File: src/rtl/seq_serializer.sv
// Parallel-to-serial shifter: first bit on x one cycle after accept, one bit per cycle, optional trailing even-parity bit (SEQ_SERIALIZER_PARITY_EN).
// Backpressure: din_ready only in IDLE or on the final frame bit, so a held-off word simply waits with the producer.
module seq_serializer #(
   parameter int WIDTH     = 8,
   parameter int MSB_FIRST = 1
) (
   input  logic             clk,
   input  logic             rst_n,
   input  logic [WIDTH-1:0] din,
   input  logic             din_valid,
   output logic             din_ready,
   output logic             x,
   output logic             x_valid,
   output logic             frame_done,
   output logic             busy
);

   localparam int            CW       = $clog2(WIDTH + 1);
   localparam logic [CW-1:0] LAST_IDX = CW'(WIDTH - 1);

   localparam logic [1:0] ST_IDLE  = 2'd0;
   localparam logic [1:0] ST_SHIFT = 2'd1;
`ifdef SEQ_SERIALIZER_PARITY_EN
   localparam logic [1:0] ST_PAR   = 2'd2;

   logic par_q, par_d;
`endif

   logic [1:0]       state_q, state_d;
   logic [CW-1:0]    idx_q, idx_d;
   logic [WIDTH-1:0] sreg_q, sreg_d;
   logic             last_data;
   logic             last_bit;
   logic             accept;

   always_comb begin
      last_data = (state_q == ST_SHIFT) && (idx_q == LAST_IDX);
`ifdef SEQ_SERIALIZER_PARITY_EN
      last_bit  = (state_q == ST_PAR);
`else
      last_bit  = last_data;
`endif
      din_ready  = (state_q == ST_IDLE) || last_bit;
      accept     = din_valid && din_ready;
      x_valid    = (state_q != ST_IDLE);
      busy       = (state_q != ST_IDLE);
      frame_done = last_bit;
   end

   // The outgoing bit always sits at the register end facing the shift direction.
   always_comb begin
      x = 1'b0;
      if (state_q == ST_SHIFT) begin
         x = (MSB_FIRST != 0) ? sreg_q[WIDTH-1] : sreg_q[0];
      end
`ifdef SEQ_SERIALIZER_PARITY_EN
      else if (state_q == ST_PAR) begin
         x = par_q;
      end
`endif
   end

   always_comb begin
      state_d = state_q;
      idx_d   = idx_q;
      sreg_d  = sreg_q;
`ifdef SEQ_SERIALIZER_PARITY_EN
      par_d   = par_q;
`endif
      if (accept) begin
         state_d = ST_SHIFT;
         idx_d   = '0;
         sreg_d  = din;
`ifdef SEQ_SERIALIZER_PARITY_EN
         par_d   = ^din;
`endif
      end else if (state_q == ST_SHIFT) begin
         if (last_data) begin
            idx_d   = '0;
            sreg_d  = '0;
`ifdef SEQ_SERIALIZER_PARITY_EN
            state_d = ST_PAR;
`else
            state_d = ST_IDLE;
`endif
         end else begin
            idx_d  = idx_q + CW'(1);
            sreg_d = (MSB_FIRST != 0) ? (sreg_q << 1) : (sreg_q >> 1);
         end
      end
`ifdef SEQ_SERIALIZER_PARITY_EN
      else if (state_q == ST_PAR) begin
         state_d = ST_IDLE;
         par_d   = 1'b0;
      end
`endif
   end

   always_ff @(posedge clk or negedge rst_n) begin
      if (!rst_n) begin
         state_q <= ST_IDLE;
         idx_q   <= '0;
         sreg_q  <= '0;
`ifdef SEQ_SERIALIZER_PARITY_EN
         par_q   <= 1'b0;
`endif
      end else begin
         state_q <= state_d;
         idx_q   <= idx_d;
         sreg_q  <= sreg_d;
`ifdef SEQ_SERIALIZER_PARITY_EN
         par_q   <= par_d;
`endif
      end
   end

endmodule
File: config.mk
export PLATFORM = sky130hd
export DESIGN_NAME = seq_serializer
export DESIGN_NICKNAME = d
export VERILOG_FILES = /design/src/rtl/seq_serializer.sv
export SDC_FILE = /design/constraint.sdc
export NUM_CORES = 1
export LEC_CHECK = 0
export ABC_AREA = 1
export BUFFER_PORTS_ARGS = -buffer_cell sky130_fd_sc_hd__buf_2
export CAP_MARGIN = 15
export CELL_PAD_IN_SITES_DETAIL_PLACEMENT = 0
export CELL_PAD_IN_SITES_GLOBAL_PLACEMENT = 1
export CORE_MARGIN = 2
export CORE_UTILIZATION = 41
export CTS_CLUSTER_DIAMETER = 120
export DETAILED_ROUTE_END_ITERATION = 6
export PLACE_DENSITY_LB_ADDON = 0.15
export SKIP_CTS_REPAIR_TIMING = 1
export SYNTH_ARGS = -nofsm -noshare
export SYNTH_HDL_FRONTEND = slang
export SYNTH_SLANG_ARGS = --single-unit
File: constraint.sdc
create_clock -name clk -period 3.1 [get_ports clk]
set_input_delay 0.31 -clock clk [delete_from_list [all_inputs] [get_ports clk]]
set_output_delay 0.31 -clock clk [all_outputs]
set_load 0.01 [all_outputs]
# After elaboration in Yosys (flattened, before gate mapping)
# Cells that the tools add are included.
[classes] n_addsub=1 eq_ne=2 n_mux=10 n_reduce_logical=8
[op_table] op="two-way mux 8 bit" count=3
[op_table] op="two-way mux 4 bit" count=3
[op_table] op="two-way mux 2 bit" count=3
[op_table] op="nonzero test 2 bit" count=3
[op_table] op="adder 4 x 1 -> 4 bit, second input constant" count=1
[op_table] op="== test 4 x 3 -> 1 bit, second input constant" count=1
[op_table] op="== test 2 x 1 -> 1 bit, second input constant" count=1
[op_table] op="logical AND 1 bit" count=2
[op_table] op="logical NOT 2 bit" count=1
[op_table] op="AND reduction 2 bit" count=1
[op_table] op="logical OR 1 bit" count=1
[op_table] op="two-way mux 1 bit" count=1
[totals] ff_bits=14 inputBits=11 out_inout_bits=5

# Depth between registers and ports, before layout
[logic_depth] word_depth=6 mapped_depth=6 mapped_depth_nobuf=6

# Least setup slack after synthesis
# OpenSTA, ideal clock, no wires.
[synth_timing] path_type="register to output" start="reg idx_q[0]" end="out din_ready" arrival_time_ps=972 required_ps=2790 setup_slack_ps=1818 path_stages_with_launch=5 cell_sequence="dfrtp_1 -> ha_1 -> nand3_4 -> nand2_4 -> buf_8"
[synth_via] elab_chain_cells=3
[synth_rtl] item="start: declaration" line="30" rtl="logic [CW-1:0] idx_q, idx_d;"
[synth_rtl] item="start signal: assignment" line="109" rtl="idx_q <= idx_d;"
[synth_rtl] item="== test 4 x 3 -> 1 bit" line="37" rtl="last_data = (state_q == ST_SHIFT) && (idx_q == LAST_IDX);"
[synth_rtl] item="logical AND 1 bit" line="37"
[synth_rtl] item="logical OR 1 bit" line="43" rtl="din_ready = (state_q == ST_IDLE) || last_bit;"
[synth_rtl] item="end: declaration" line="11" rtl="output logic din_ready,"
# Every way passes these cells.

# Worst setup path in the final report
# Same ends and word-level chain as after synthesis.

==> qor.csv <==
stage,metric,value,unit
synth,synth_area_leaders,"dfrtp_1, nand3_2, nand2_1, a21oi_2, nand3_1",
critical_path,worstPathMaxFanout,11,
synth,yosys_warnings,0,
critical_path,setup.worst_path.end_class,output pin,
clock_network,cts_tree,yes,
clock_network,cts_max_level,1,
routing,first_iter_violations,3,
cells_and_area,fin_nets,116,
synth,synth-seq-area-share,42.5,%
clock_network,clk_pin_slew_worst_paths,70,ps
power_and_ir_drop,powerDensity,836,nW/um^2
power_and_ir_drop,totalPowerFinal,720,uW
clock_network,numCtsBuffers,3,
timing,finalSetupViolCount,0,
cells_and_area,area_growth,12.6,%
outcome,status,"finished, final reports clean",
placed_design,io_buffers,15,
critical_path,critPathLaunchType,flop,
synth,ys_ff_latch,13,
routing,via_count,581,
synth,syn_inst,88,
floorplan,start_util,43.9,%
clock_network,clockBufferDepth,2,
power_and_ir_drop,vdd_ir_drop_max,0.322,mV
power_and_ir_drop,leakage,0.455,nW
synth,synth_top_area_share,42.5,%
routing,drc,0,
hold_path,hold_depth,3,
hold_path,min_path_type,input pin to flop,
timing,fin_crit_sh,56.0,%
routing,routedWlPerCell,10.5,um
synth,synth_edf_count,0,
floorplan,die_area,2230,sq um
critical_path,worstSetupPathType,flop to output pin,
synth,yosysMostFrequentCell,nand2_1,
global_route,grt_pass1_wl,2170,um
synth,yosysUniqueCellTypes,19,
global_route,grt-ovfl-total,0,
floorplan,die_h,47.2,um
run,drv_cap,0,
critical_path,cp.required,2790,ps
cells_and_area,drive_above_1_share,34.0,%
cells_and_area,nFillCells,182,
global_route,grt_pass1_vias,482,
floorplan,core,1750,sq um
critical_path,arrival,1430,ps
clock_network,root_buffer,clkbuf_4,
routing,drt.antenna.violating_nets,0,
timing,min_period,1740,ps
cells_and_area,final_cell_area,862,sq um
synth,yosys.area.top_type,dfrtp_1,
clock_network,clk_latency,270,ps
placed_design,place.gp.congestion,0.714,
synth,syn-mean-instance-area,8.70,sq um
global_route,antenna_found_initial,0,
floorplan,die_x,47.2,um
routing,drt-total-wl,1350,um
synth,netlist_area,766,sq um
cells_and_area,antenna_cells,0,
timing,tightest_slew,427,ps
timing,finalSetupTns,0,ps
floorplan,io_pins,16,
routing,viasPerCell,4.54,
placed_design,postPlaceCellArea,826,sq um
synth,ys.flop_type,dfrtp_1,
timing,finClkSkew,6.39,ps
clock_network,cts.sinks,13,
critical_path,rr_worst_depth,5,
global_route,grt_usage,14.4,%
placed_design,dpl.hpwl,937,um
timing,max_freq,576,MHz
global_route,grt_max_degree,19,
timing,rsz0062_at_grt,false,
floorplan,row_count,15,
timing,maxSlewHeadroom,71.6,%
synth,synth_nets,100,
synth,ys_async_sr_fraction,100,%
timing,finalHoldViolCount,0,
synth,synthTopCellsByCount,"nand2_1, dfrtp_1, inv_1, nor2_1, nand3_1",
timing,drv_slew,0,
routing,dr.pass1.iters,4,
-- critical path, cell delays in order, from the launching register on --
cell and delay [ps]:
dfrtp_1 410, ha_1 260, nand3_4 170, nand2_4 140, buf_2 190
-- cells by family (layout without fill, tap and decap cells) --
family | after synthesis | after routing | synth area share [%]
buf+inv | 17 | 32 | 11.9
flops | 13 | 13 | 42.5
compound gates | 13 | 13 | 11.6
xor+xnor | 1 | 1 | 1.14
fa+ha+maj | 1 | 1 | 1.63
simple gates | 43 | 43 | 31.2
-- cell usage in the layout, fill, tap and decap left out, drive strengths merged --
cell         netlist  layout
dlygate4sd3        0       1
o21ai              2       2
a21oi             10      10
buf                5      15
nand3             16      16
xor2               1       1
ha                 1       1
inv               12      12
o22ai              1       1
nor2              10      10
nand2             17      17
clkbuf             0       4
dfrtp             13      13
-- area by class of cell --
cell class                      instances  area (sq um)  area share [%]
Clock buffer                            4          26.3            3.05
Inverter                               12          45.0            5.22
Multi-Input combinational cell         58           349            40.5
Sequential cell                        13           325            37.7
Tap cell                               25          31.3            3.63
Timing Repair Buffer                   16          85.1            9.87
-- metal layers --
metal	track usage [%]	share of wire (%)
met1	20.0	51
met2	20.0	43
met3	4.62	4.7
met4	6.67	0.96
met5	0	0
-- state kept, by name (all words and copies together) (netlist names) --
register,count
sreg_q,8
idx_q,4
state_q,1
-- through the flow --
stage	cells	hold slack [ps]	util (%)	worst slack, ps
2_1_floorplan	88	14.4	-	1820
3_3_place_gp	123	219	47.3	1670
3_5_place_dp	123	219	47.3	1650
4_1_cts	127	-80.4	48.8	1350
5_1_grt	128	247	49.4	1270
6_report	128	246	49.4	1360
-- final timing paths --
kind | startpoint | to | slack, ps
max | idx_q[0] | din_ready | 1360
min | din[0] | sreg_q[0] | 250
max reg2reg | state_q[0] | idx_q[2] | 1690
min reg2reg | sreg_q[0] | sreg_q[0] | 500
max in group asynchronous | rst_n | idx_q[0] | 2400
min in group asynchronous | rst_n | state_q[0] | 460
-- power by group --
part	internal, mW	switching [mW]
Clock	0.0497	0.0523
Sequential	0.239	0.0584
Combinational	0.135	0.186
Total	0.424	0.297
No activity file was read; power rests on OpenSTA's default activity.
